**src/rtl/dmem_store_buffer_pkg.sv**
```systemverilog
// rtl/dmem_store_buffer_pkg.sv - shared store-buffer types and defaults (package global_types)
package global_types;

  localparam int SB_DEPTH_DEFAULT = 4;
  localparam int SB_ADDR_W        = 10;
  localparam int SB_DATA_W        = 32;

  // One buffered store: word address (byte address without bits [1:0]) plus data.
  typedef struct packed {
    logic [SB_ADDR_W-3:0] waddr;
    logic [SB_DATA_W-1:0] data;
  } sb_entry_t;

endpackage

```
**src/rtl/store_buffer_fwd.sv**
```systemverilog
// rtl/store_buffer_fwd.sv - youngest-match load forwarding search over buffered stores
module store_buffer_fwd
  import global_types::*;
#(
  parameter int DEPTH  = SB_DEPTH_DEFAULT,
  parameter int DATA_W = SB_DATA_W
) (
  input  sb_entry_t                 entries_i [DEPTH],
  input  logic [$clog2(DEPTH)-1:0]  head_i,
  input  logic [$clog2(DEPTH):0]    count_i,
  input  logic [SB_ADDR_W-3:0]      waddr_i,
  input  logic [DATA_W-1:0]         mem_rd_i,
  output logic [DATA_W-1:0]         ld_data_o
);

  localparam int PW = $clog2(DEPTH);

  logic [PW-1:0] idx;

  // Walk oldest to youngest so a later (younger) match overrides an older one.
  always_comb begin
    ld_data_o = mem_rd_i;
    idx       = head_i;
    for (int k = 0; k < DEPTH; k++) begin
      idx = head_i + PW'(k);
      if (((PW+1)'(k) < count_i) && (entries_i[idx].waddr == waddr_i)) begin
        ld_data_o = DATA_W'(entries_i[idx].data);
      end
    end
  end

endmodule

```
**src/rtl/dmem_store_buffer.sv**
```systemverilog
// rtl/dmem_store_buffer.sv - data-memory store buffer with load forwarding; STORE_BUFFER_COALESCE_EN enables youngest-entry coalescing
module dmem_store_buffer
  import global_types::*;
#(
  parameter int DEPTH  = SB_DEPTH_DEFAULT,
  parameter int ADDR_W = SB_ADDR_W,
  parameter int DATA_W = SB_DATA_W
) (
  input  logic                     clock,
  input  logic                     reset,
  input  logic                     st_valid,
  input  logic [ADDR_W-1:0]        st_addr,
  input  logic [DATA_W-1:0]        st_data,
  output logic                     st_ready,
  input  logic [ADDR_W-1:0]        ld_addr,
  output logic [DATA_W-1:0]        ld_data,
  output logic                     mem_we,
  output logic [ADDR_W-1:0]        mem_addr,
  output logic [DATA_W-1:0]        mem_wd,
  input  logic                     mem_ready,
  output logic [ADDR_W-1:0]        mem_raddr,
  input  logic [DATA_W-1:0]        mem_rd,
  output logic [$clog2(DEPTH):0]   count,
  output logic                     empty
);

  localparam int PW = $clog2(DEPTH);
  localparam int EW = SB_ADDR_W - 2;

  sb_entry_t     entries_q [DEPTH];
  logic [PW-1:0] head_q, head_d, tail_q, tail_d;
  logic [PW:0]   count_q, count_d;
  logic [EW-1:0] st_waddr, ld_waddr;
  logic          full, push, pop, coalesce;
  logic          unused_addr_lsbs;

  assign st_waddr         = EW'(st_addr[ADDR_W-1:2]);
  assign ld_waddr         = EW'(ld_addr[ADDR_W-1:2]);
  assign unused_addr_lsbs = ^st_addr[1:0];

  assign full   = (count_q == (PW+1)'(DEPTH));
  assign empty  = (count_q == '0);
  assign count  = count_q;
  assign mem_we = !empty;
  assign pop    = mem_we && mem_ready;

  assign mem_addr  = {(ADDR_W-2)'(entries_q[head_q].waddr), 2'b00};
  assign mem_wd    = DATA_W'(entries_q[head_q].data);
  assign mem_raddr = ld_addr;

`ifdef STORE_BUFFER_COALESCE_EN
  logic [PW-1:0] young_idx;
  assign young_idx = tail_q - PW'(1);
  // A lone entry that is draining this edge cannot absorb the store; it must push instead.
  assign coalesce  = st_valid && !empty && (entries_q[young_idx].waddr == st_waddr) &&
                     !(pop && (count_q == (PW+1)'(1)));
  assign st_ready  = !full || coalesce;
`else
  assign coalesce  = 1'b0;
  assign st_ready  = !full;
`endif

  assign push = st_valid && st_ready && !coalesce;

  always_comb begin
    head_d  = pop  ? head_q + PW'(1) : head_q;
    tail_d  = push ? tail_q + PW'(1) : tail_q;
    count_d = count_q + (PW+1)'(push) - (PW+1)'(pop);
  end

  always_ff @(posedge clock or posedge reset) begin
    if (reset) begin
      head_q  <= '0;
      tail_q  <= '0;
      count_q <= '0;
    end else begin
      head_q  <= head_d;
      tail_q  <= tail_d;
      count_q <= count_d;
    end
  end

  always_ff @(posedge clock) begin
    if (push) begin
      entries_q[tail_q] <= '{waddr: st_waddr, data: SB_DATA_W'(st_data)};
    end
`ifdef STORE_BUFFER_COALESCE_EN
    else if (coalesce) begin
      entries_q[young_idx].data <= SB_DATA_W'(st_data);
    end
`endif
  end

  store_buffer_fwd #(
    .DEPTH  (DEPTH),
    .DATA_W (DATA_W)
  ) u_fwd (
    .entries_i (entries_q),
    .head_i    (head_q),
    .count_i   (count_q),
    .waddr_i   (ld_waddr),
    .mem_rd_i  (mem_rd),
    .ld_data_o (ld_data)
  );

endmodule
```
**config.mk**
```make
export PLATFORM = sky130hd
export DESIGN_NAME = dmem_store_buffer
export DESIGN_NICKNAME = d
export VERILOG_FILES = /design/src/rtl/dmem_store_buffer_pkg.sv /design/src/rtl/store_buffer_fwd.sv /design/src/rtl/dmem_store_buffer.sv
export SDC_FILE = /design/constraint.sdc
export NUM_CORES = 1
export LEC_CHECK = 0
export ABC_AREA = 0
export CAP_MARGIN = 20
export CORE_MARGIN = 8
export CORE_UTILIZATION = 59
export CTS_CLUSTER_SIZE = 40
export DETAILED_ROUTE_END_ITERATION = 10
export GPL_ROUTABILITY_DRIVEN = 0
export PLACE_DENSITY = 0.83
export SLEW_MARGIN = 30
export SYNTH_ARGS = -nofsm -noshare
export SYNTH_HDL_FRONTEND = slang
export SYNTH_SLANG_ARGS = --single-unit
```
**constraint.sdc**
```tcl
create_clock -name clock -period 5.96 [get_ports clock]
set_input_delay 1.192 -clock clock [delete_from_list [all_inputs] [get_ports clock]]
set_output_delay 1.192 -clock clock [all_outputs]
set_load 0.03 [all_outputs]
```
# Word level (Yosys, flattened, before mapping)
# Index checks and enable logic that the tools add are counted.
[totals] out_inout_bits=90 ff_bits=167
[op_classes] magnitude_cmp=10 muxes=19 bitwise=5 n_reduce_logical=10 addsub=6 n_eq_ne=5
[op_table] operator="40-bit two-way mux" n=9
[op_table] operator="40-bit binary-select mux with 2-bit select" n=4
[op_table] operator="160-bit bitwise mux" n=1
[op_table] operator="32-bit two-way mux" n=4
[op_table] operator="40-bit demux with 2-bit select" n=1
[op_table] operator="8-bit equality test" n=4
[op_table] operator="3-bit >= comparator (second input constant)" n=5
[op_table] operator="2-bit inverter with 3-bit output" n=5
[op_table] operator="1-bit logical AND" n=7
[op_table] operator="1-bit by 3-bit < comparator with 1-bit output (first input constant)" n=2
[op_table] operator="2-bit by 3-bit < comparator with 1-bit output (first input constant)" n=2
[op_table] operator="2-bit by 1-bit adder with 2-bit output (second input constant)" n=2
[op_table] operator="2-bit adder (second input constant)" n=2
[op_table] operator="3-bit by 1-bit adder with 3-bit output" n=1
[op_table] operator="3-bit equality test (second input constant)" n=1
[op_table] operator="3-bit zero test" n=1
[op_table] operator="3-bit by 1-bit < comparator with 1-bit output (second input constant)" n=1
[op_table] operator="3-bit by 1-bit subtractor with 3-bit output" n=1
[op_table] operator="1-bit zero test" n=2

# Longest topological paths before layout
# Gate-level depths: netlist of run 1.
[depth] word_depth=10 ltp_mapped=12 ltp_nobuf=9

# Hierarchy
# From an unflattened synthesis of run 1, not the netlist that was laid out.
[hier_totals] cells_unflattened=1048 area_unflattened_um2=12414.4
[modules_own_cells] mod="dmem_store_buffer" seq_area_each_um2=4979.8 cells_each=267 instances=1 area_per_inst_um2=6397.4
[modules_own_cells] mod="store_buffer_fwd" seq_area_each_um2=0.0 cells_each=781 instances=1 area_per_inst_um2=6017.0

# Worst setup path after synthesis of run 1
# Ideal clock, no wire load.
[synth_path] path_kind="input port to output port" startpoint="input port ld_addr[4]" endpoint="output port ld_data[29]" setup_slack_ps=1622 path_stages=8 arrival_time_ps=3146 path_buffers=2 path_cell_list="clkbuf_1 > xnor2_1 > nand4_1 > a2111oi_4 > buf_6 > mux2i_1 > a211oi_1 > a311o_1"
[synth_via] elab_chain_len=6
[synth_rtl] element="start, declared" line="dmem_store_buffer.sv:15" rtl="input logic [ADDR_W-1:0] ld_addr,"
[synth_rtl] element="8-bit equality test" line="store_buffer_fwd.sv:26" rtl="if (((PW+1)'(k) < count_i) && (entries_i[idx].waddr == waddr_i)) begin"
[synth_rtl] element="1-bit logical AND" line="store_buffer_fwd.sv:26"
[synth_rtl] element="32-bit two-way mux (3 in series)" line="store_buffer_fwd.sv:26"
[synth_rtl] element="32-bit two-way mux *" line="store_buffer_fwd.sv:26"
[synth_rtl] element="end, declared" line="dmem_store_buffer.sv:16" rtl="output logic [DATA_W-1:0] ld_data,"
# Mark *: on every way between the ends. The rest lies on a longest branch, timed or not.

# Worst setup path in the final report of run 1
[layout_path] startpoint="input port ld_addr[2]" endpoint="output port ld_data[10]"
# Same word-level chain as after synthesis.

==> results.py, run 1 <==
metrics = {
    "finish": {
        "design_area_um2": 12860,
        "nNetsFinal": 1094,
        "final_common_cell": "mux2i_1",
        "diodes": 0,
        "finalCoreUtilization_pct": 72.60,
        "final_cell_mix": "187 x mux2i_1, 168 x clkdlybuf4s50_1, 160 x edfxtp_1",
        "area_growth_pct": 22.39,
        "fillers": 1233,
        "drive_above_1_share_pct": 10.79,
        "finalNonFillerCells": 1239,
    },
    "grt": {
        "grt_pass1_wl_um": 38630,
        "grt_pass1_vias": 7432,
        "grt_start_max_net_pins": 120,
        "grt_usage_pct": 21.99,
        "antenna_found_initial": 0,
        "grt_overflow": 0,
    },
    "floorplanning": {
        "start_util_pct": 59.32,
        "ios": 178,
        "rows": 49,
        "dieArea_um2": 22340,
        "core-area_um2": 17720,
        "die_x_um": 149.5,
        "die_h_um": 149.5,
    },
    "place": {
        "portBuffers": 169,
        "placed_cell_area_um2": 12270,
        "dp.cells": 1207,
        "hpwlAfterDp_um": 15930,
    },
    "synthesis": {
        "synth.avg_cell_area_um2": 11.98,
        "netlist_area_um2": 10510,
        "synth_top_cell_area_share_pct": 45.71,
        "synth_ff_type": "edfxtp_1",
        "yosysWarnings": 0,
        "async_flop_share_pct": 4.192,
        "synth-edff-count": 160,
        "synth_seq_cells": 167,
        "ys_top_cells_by_area": "edfxtp_1 46%, mux2i_1 18%, a211oi_1 4.6%",
        "synth_top_area_cell": "edfxtp_1",
        "synth_cells": 877,
        "ys_types": 38,
        "ys_seq_area_share_pct": 47.38,
    },
    "run": {
        "drv_cap": 0,
    },
    "power": {
        "ir_drop_uv": 325.4,
        "power_density_nw_per_um2": 478.9,
        "leakage_uw": 0.004665,
    },
    "route": {
        "antenna_left": 0,
        "routed_wirelength_um": 24800,
        "avgViaCountPerCell": 6.060,
        "wl_per_cell_um": 20.02,
        "drt_iter0_markers": 428,
        "drt_pass1_iterations": 5,
        "drcViolationCount": 0,
        "via_count": 7508,
    },
    "sta": {
        "rsz0062_at_grt": "false",
        "finalHoldViolCount": 0,
        "fin_crit_ns": 5.632,
        "clock_skew_ns": 0.005696,
        "finalCritPeriodShare_pct": 94.50,
        "maxSlewViolCount": 0,
        "slew_headroom_pct": 46.06,
        "fmaxAchievable_ghz": 0.1775,
        "tightest_slew_ns": 0.8092,
        "fin_worst_hold_slack_ns": 0.6266,
        "finalSetupViolations": 0,
        "tns_ns": 0,
    },
    "clock_network": {
        "ctsResizeCount": 0,
        "clock_latency_ns": 0.42,
        "ctsLongestPathBuffers": 2,
        "holdBufCountCts": 0,
        "cts_tree": "done",
        "cts_root_buf": "clkbuf_16",
        "h-tree-depth": 4,
        "clkSinkCount": 167,
        "cts_buffers": 17,
        "clkTransAtPathRegs_ns": 0.06,
        "cts_setup_buffers": 0,
    },
    "outcome": {
        "status": "complete, no violations",
    },
    "worst_setup_path": {
        "crit_top_cell": "clkdlybuf4s50_1",
        "critPathArrivalTime_ns": 4.44,
        "critical_path.cell_chain": "clkdlybuf4s50_1, xnor2_1, nand4_1, or4_2, buf_4, a21oi_1, a211oi_1, a311o_1, clkdlybuf4s50_1",
        "worstPathRequired_ns": 4.77,
        "path_delay_family": "buffers and inverters",
        "crit_type": "in -> out",
        "cp-start-kind": "input port",
        "slowest_stage": "or4_2",
        "cp-end-kind": "output port",
        "crit_path_max_fanout": 50,
        "crit_buf_inv": 3,
        "worst_path_largest_cell_delay_ns": 0.70,
    },
    "min_path": {
        "hold_path.class": "reg -> reg",
    },
}
-- registers in the layout (all words and copies together), names as in the netlist --
| register | flops |
|---|---|
| head_q | 2 |
| count | 3 |
| tail_q | 2 |
| entries_q | 160 |
-- final cells by class --
| class | count | area, um^2 | share of cell area, % |
|---|---|---|---|
| Multi-Input combinational cell | 611 | 5057 | 39.32 |
| Sequential cell | 167 | 4987 | 38.77 |
| Timing Repair Buffer | 190 | 1901 | 14.77 |
| Clock buffer | 17 | 425.4 | 3.307 |
| Tap cell | 229 | 286.5 | 2.227 |
| Clock inverter | 15 | 168.9 | 1.313 |
| Inverter | 10 | 37.54 | 0.2918 |
-- power breakdown --
group	switching (uW)	internal, uW	total (uW)	leakage [uW]
Sequential	210	1560	1770	0.00155
Combinational	1880	1420	3300	0.00284
Clock	460	627	1090	0.000284
Total	2560	3610	6160	0.00467
-- stage by stage --
stage	setup WS, ns	power [uW]
finish	0.3277	6161
global route	0.1630	6497
CTS	0.3176	6191
detailed placement	0.3655	5087
global placement	0.3779	5004
floorplan	1.622	4166
-- synth_stat cells (all sizes together) (2+ instances only) --
| cell | n |
|---|---|
| nand4 | 2 |
| a21oi | 32 |
| clkbuf | 37 |
| edfxtp | 160 |
| a311o | 32 |
| dfrtp | 7 |
| inv | 10 |
| ha | 8 |
| mux2 | 32 |
| nor3 | 4 |
| nand2b | 32 |
| a211oi | 64 |
| nor2 | 34 |
| xor2 | 6 |
| nand3 | 3 |
| mux4 | 17 |
| mux2i | 187 |
| and3 | 6 |
| xnor2 | 37 |
| o21ai | 33 |
| buf | 53 |
| nand2 | 69 |
-- per-layer routing --
metal	track usage [%]	wire length [um]
met2	38.49	12810
met1	26.71	10050
met4	7.219	312
met3	4.264	1626
met5	0	0
-- kinds of logic (layout without fill, tap and decap cells) --
logic type	Yosys count	in the layout	share of synthesized area, %
multiplexers	236	236	25.02
buffers and inverters	100	232	4.750
AND/OR/NAND/NOR	155	155	6.703
XOR/XNOR	43	43	3.583
AO/OA/AOI/OAI	166	166	11.38
flip-flops	167	167	47.38
other	1	2	0.03568
adder cells (fa/ha/maj)	9	9	1.143
-- final timing paths --
| check | start | to | slack (ns) | depth (start not counted) |
|---|---|---|---|---|
| max in group asynchronous | reset | head_q[1] | 4.71 | 2 |
| worst max-delay path | ld_addr[2] | ld_data[10] | 0.33 | 9 |
| worst min register to register | count[0] | count[0] | 0.63 | 1 |
| min in group asynchronous | reset | tail_q[1] | 1.01 | 2 |
| worst min-delay path | count[0] | count[0] | 0.63 | 1 |
| worst max register to register | count[0] | count[2] | 3.81 | 9 |
(Power assumes the default switching activity.)
==> run 2: changes to the inputs <==
--- a/config.mk
+++ b/config.mk
@@ -12,6 +12,7 @@
 export CTS_CLUSTER_SIZE = 40
 export DETAILED_ROUTE_END_ITERATION = 10
 export GPL_ROUTABILITY_DRIVEN = 0
+export MAX_ROUTING_LAYER = met4
 export PLACE_DENSITY = 0.83
 export SLEW_MARGIN = 30
 export SYNTH_ARGS = -nofsm -noshare
==> results.py, run 2 (synthesized netlist as in run 1, its figures left out) <==
metrics = {
    "sta": {
        "finalCritPeriodShare_pct": 94.55,
        "fin_crit_ns": 5.635,
        "maxSlewViolCount": 0,
        "fmaxAchievable_ghz": 0.1775,
        "clock_skew_ns": 0.006509,
        "rsz0062_at_grt": "false",
        "finalSetupViolations": 0,
        "fin_ws_ns": 0.3247,
        "finalHoldViolCount": 0,
        "slew_headroom_pct": 46.62,
        "tns_ns": 0,
        "tightest_slew_ns": 0.8007,
    },
    "worst_setup_path": {
        "critPathArrivalTime_ns": 4.44,
        "crit_end": "ld_data[30]",
        "timing.critical_path.from": "ld_addr[2]",
        "crit_type": "in -> out",
        "cp-end-kind": "output port",
        "r2r_cells": 9,
        "worstReg2RegEnd": "count[2]",
        "worstPathRequired_ns": 4.77,
        "crit_path_max_fanout": 50,
        "cp-start-kind": "input port",
        "regToRegSetupSlack_ns": 3.80,
        "reg2reg_from": "count[0]",
    },
    "clock_network": {
        "cts_setup_buffers": 0,
        "holdBufCountCts": 0,
        "clkTransAtPathRegs_ns": 0.06,
        "h-tree-depth": 4,
        "cts_tree": "done",
        "cts_buffers": 17,
        "clock_latency_ns": 0.41,
        "cts_root_buf": "clkbuf_16",
        "ctsLongestPathBuffers": 2,
        "ctsResizeCount": 0,
        "clkSinkCount": 167,
    },
    "power": {
        "leakage_uw": 0.004665,
        "power_density_nw_per_um2": 479.2,
        "ir_drop_uv": 325.5,
    },
    "finish": {
        "drive_above_1_share_pct": 10.79,
        "finalNonFillerCells": 1239,
        "final_cell_mix": "187 x mux2i_1, 168 x clkdlybuf4s50_1, 160 x edfxtp_1",
        "finalCoreUtilization_pct": 72.60,
        "design_area_um2": 12860,
        "final_common_cell": "mux2i_1",
        "largest-register": "entries_q",
        "area_growth_pct": 22.39,
        "diodes": 0,
        "largest_register_ffs": 160,
        "fillers": 1233,
        "nNetsFinal": 1094,
    },
    "route": {
        "via_count": 7531,
        "drt_iter0_markers": 426,
        "wl_per_cell_um": 20.06,
        "drt_pass1_iterations": 5,
        "avgViaCountPerCell": 6.078,
        "routed_wirelength_um": 24850,
        "antenna_left": 0,
        "drcViolationCount": 0,
    },
    "place": {
        "pre_cts_ws_ns": 0.3655,
        "portBuffers": 169,
        "dp.cells": 1207,
        "hpwlAfterDp_um": 15930,
        "placed_cell_area_um2": 12270,
    },
    "grt": {
        "antenna_found_initial": 0,
        "grt_pass1_wl_um": 38640,
        "grt_pass1_vias": 7431,
        "grt_usage_pct": 22.65,
        "grt_start_max_net_pins": 120,
        "grt_overflow": 0,
    },
    "floorplanning": {
        "core-area_um2": 17720,
        "rows": 49,
        "ios": 178,
        "die_x_um": 149.5,
        "start_util_pct": 59.32,
        "dieArea_um2": 22340,
        "die_h_um": 149.5,
    },
    "min_path": {
        "hold_start": "count[0]",
        "hold_path.class": "reg -> reg",
    },
    "run": {
        "drv_cap": 0,
    },
    "outcome": {
        "status": "complete, no violations",
    },
}
[run 2: cell counts in the layout (fill, tap and decap cells not counted)]
Identical to the previous run, type by type.
[run 2: worst min-delay path by stage]
stage	slack [ns]	cells past startpoint	end
2_1_floorplan	0.58	2	tail_q[1]
3_3_place_gp	0.60	1	count[0]
3_5_place_dp	0.60	1	count[0]
4_1_cts	0.64	1	count[0]
5_1_grt	0.66	1	count[0]
6_report	0.63	1	count[0]
[run 2: final cells by class]
cell class | count | area (um^2) | share of cell area, %
multi-input cells | 611 | 5057 | 39.32
clock buffers | 17 | 425.4 | 3.307
clock inverters | 15 | 168.9 | 1.313
flip-flops and latches | 167 | 4987 | 38.77
well taps | 229 | 286.5 | 2.227
repair buffers | 190 | 1901 | 14.77
inverters | 10 | 37.54 | 0.2918
[run 2: metal layers]
| metal | up-vias | wire (um) | global-route usage, % |
|---|---|---|---|
| li1 | 3583 | - | - |
| met1 | 3669 | 10250 | 27.04 |
| met2 | 259 | 12790 | 38.63 |
| met3 | 20 | 1540 | 3.689 |
| met4 | 0 | 278 | 7.067 |
| met5 | - | 0 | - |
[run 2: power by group]
group          leakage (uW)  internal, uW  switching [uW]
clock              0.000284           627             460
sequential          0.00155          1560             210
combinational       0.00284          1420            1890
[run 2: stage by stage]
step / power [uW] / hold slack, ns
after global placement: 5004 / 0.6000
after CTS: 6191 / 0.6408
final: 6164 / 0.6316
after floorplan: 4166 / 0.5796
after detailed placement: 5087 / 0.6047
after global routing: 6495 / 0.6611
[run 2: worst max-delay path, stage by stage]
cell and delay [ns]:
clkdlybuf4s50_1 0.64, xnor2_1 0.17, nand4_1 0.16, or4_2 0.69, buf_4 0.34, a211oi_1 0.31, a311o_1 0.21, clkdlybuf4s50_1 0.70
==> run 3: changes to the inputs <==
--- a/config.mk
+++ b/config.mk
@@ -8,12 +8,12 @@
 export ABC_AREA = 0
 export CAP_MARGIN = 20
 export CORE_MARGIN = 8
-export CORE_UTILIZATION = 59
+export CORE_UTILIZATION = 54
 export CTS_CLUSTER_SIZE = 40
 export DETAILED_ROUTE_END_ITERATION = 10
 export GPL_ROUTABILITY_DRIVEN = 0
 export MAX_ROUTING_LAYER = met4
-export PLACE_DENSITY = 0.83
+export PLACE_DENSITY = 0.82
 export SLEW_MARGIN = 30
 export SYNTH_ARGS = -nofsm -noshare
 export SYNTH_HDL_FRONTEND = slang
==> constraint.sdc (replaced) <==
create_clock -name clock -period 5.9 [get_ports clock]
set_input_delay 1.18 -clock clock [delete_from_list [all_inputs] [get_ports clock]]
set_output_delay 1.18 -clock clock [all_outputs]
set_load 0.03 [all_outputs]
==> results.py, run 3 (synthesized netlist as in run 1, its figures left out) <==
metrics = {
    "worst_setup_path": {
        "critPathArrivalTime_ns": 4.42,
        "reg2reg_from": "count[0]",
        "path_delay_family": "buffers and inverters",
        "slowest_stage": "or2_2",
        "worstPathRequired_ns": 4.72,
        "critical_path.cell_chain": "clkdlybuf4s50_1, xnor2_1, nor3_1, a32oi_1, or2_2, buf_4, a211oi_1, a311o_1, clkdlybuf4s50_1",
        "crit_end": "ld_data[31]",
        "worst_path_largest_cell_delay_ns": 0.60,
        "crit_buf_inv": 3,
        "path_depth": 9,
        "worstReg2RegEnd": "count[2]",
        "crit_top_cell": "clkdlybuf4s50_1",
        "cp-end-kind": "output port",
        "crit_type": "in -> out",
        "r2r_cells": 9,
        "cp-start-kind": "input port",
        "regToRegSetupSlack_ns": 3.85,
        "timing.critical_path.from": "ld_addr[2]",
        "crit_path_max_fanout": 26,
    },
    "grt": {
        "antenna_found_initial": 1,
        "grt_overflow": 0,
        "grt_usage_pct": 21.24,
        "grt_pass1_vias": 7442,
        "grt_pass1_wl_um": 39040,
        "grt_start_max_net_pins": 85,
    },
    "floorplanning": {
        "rows": 51,
        "die_h_um": 155.5,
        "die_x_um": 155.5,
        "start_util_pct": 54.54,
        "ios": 178,
        "dieArea_um2": 24180,
        "core-area_um2": 19270,
    },
    "finish": {
        "final_common_cell": "mux2i_1",
        "drive_above_1_share_pct": 10.60,
        "final_cell_mix": "187 x mux2i_1, 169 x clkdlybuf4s50_1, 160 x edfxtp_1",
        "area_growth_pct": 22.73,
        "nNetsFinal": 1093,
        "largest-register": "entries_q",
        "fillers": 1466,
        "largest_register_ffs": 160,
    },
    "sta": {
        "fmaxAchievable_ghz": 0.1787,
        "rsz0062_at_grt": "false",
        "finalSetupViolations": 0,
        "clock_skew_ns": 0.01289,
        "finalCritPeriodShare_pct": 94.84,
        "maxSlewViolCount": 0,
        "finalHoldViolCount": 0,
        "tns_ns": 0,
        "slew_headroom_pct": 48.28,
        "fin_crit_ns": 5.595,
        "tightest_slew_ns": 0.7757,
    },
    "route": {
        "wl_per_cell_um": 19.57,
        "avgViaCountPerCell": 5.837,
        "antenna_left": 0,
        "via_count": 7442,
        "routed_wirelength_um": 24950,
        "drt_pass1_iterations": 5,
        "drcViolationCount": 0,
        "drt_iter0_markers": 515,
    },
    "place": {
        "hpwlAfterDp_um": 16340,
        "portBuffers": 169,
    },
    "min_path": {
        "hold_path.class": "reg -> reg",
    },
    "clock_network": {
        "ctsLongestPathBuffers": 2,
        "clkTransAtPathRegs_ns": 0.06,
        "clkSinkCount": 167,
        "cts_buffers": 17,
        "clock_latency_ns": 0.43,
        "h-tree-depth": 4,
        "cts_root_buf": "clkbuf_16",
        "cts_tree": "done",
    },
    "power": {
        "ir_drop_uv": 287.8,
        "leakage_uw": 0.004660,
        "finalPower_uw": 6227,
        "power_density_nw_per_um2": 482.7,
    },
    "run": {
        "drv_cap": 0,
    },
    "outcome": {
        "status": "complete, no violations",
    },
}
==> run 3: changes by cell type in the layout (fill, tap and decap cells not counted), sizes merged <==
| cell | before | now |
|---|---|---|
| clkbuf | 17 | 18 |
| inv | 15 | 16 |
| buf | 22 | 20 |
| diode | 0 | 1 |
| clkinv | 6 | 4 |
| clkdlybuf4s50 | 168 | 169 |
==> run 3: worst min-delay path by stage <==
| stage | cells past startpoint | slack, ns | end | from |
|---|---|---|---|---|
| final | 1 | 0.63 | count[0] | count[0] |
| after global routing | 1 | 0.67 | count[0] | count[0] |
| after CTS | 1 | 0.64 | count[0] | count[0] |
| after detailed placement | 2 | 0.62 | tail_q[0] | tail_q[0] |
| after global placement | 1 | 0.60 | count[0] | count[0] |
| after floorplan | 2 | 0.58 | tail_q[1] | tail_q[1] |
==> run 3: layer usage <==
layer	part of all wire [%]	up-vias	global-route usage, %	routed length, um
li1	-	3578	-	-
met1	42	3611	25.19	10460
met2	50	220	36.05	12600
met3	5.7	33	4.022	1433
met4	1.8	0	6.793	455
met5	0	-	-	0
==> run 3: area by class of cell <==
cell class | count | area, um^2 | area share (%)
clock inverter | 14 | 162.7 | 1.261
multi-input combinational | 611 | 5057 | 39.21
clock buffer | 18 | 429.2 | 3.327
tap | 265 | 331.6 | 2.571
inverter | 10 | 37.54 | 0.2910
sequential | 167 | 4987 | 38.67
timing repair buffer | 189 | 1891 | 14.66
antenna | 1 | 2.502 | 0.01940
==> run 3: repair_timing <==
action / CTS / global route
hold buffers: 0 / 0
endpoints found under the hold margin: 0 / 0
gates resized for setup: 0 / 0
setup endpoints to repair: 0 / 14
buffers inserted: 0 / 1
==> run 3: worst reg2reg max path: cells and delay by family, from the launching register on <==
kind / cells / cell delay [ns]
adder cells (fa/ha/maj): 3 / 0.83
AND/OR/NAND/NOR: 3 / 0.45
buffers and inverters: 2 / 0.11
flip-flops: 1 / 0.43
XOR/XNOR: 1 / 0.14
==> run 3: report_power, final <==
| group | internal [uW] | switching [uW] | total [uW] | leakage (uW) |
|---|---|---|---|---|
| clock | 634 | 467 | 1100 | 0.000283 |
| sequential | 1580 | 218 | 1800 | 0.00155 |
| combinational | 1440 | 1890 | 3330 | 0.00283 |
==> run 3: through the flow <==
| stage | hold slack (ns) | util [%] | area, um^2 | std cells | worst slack [ns] |
|---|---|---|---|---|---|
| CTS | 0.6431 | 66.76 | 12860 | 1273 | 0.1524 |
| floorplan | 0.5796 | - | 10510 | 878 | 1.586 |
| global placement | 0.6047 | 63.69 | 12270 | 1241 | 0.3253 |
| finish | 0.6312 | 66.93 | 12900 | 1275 | 0.3045 |
| global route | 0.6687 | 66.93 | 12900 | 1275 | 0.07804 |
| detailed placement | 0.6227 | 63.69 | 12270 | 1241 | 0.3186 |
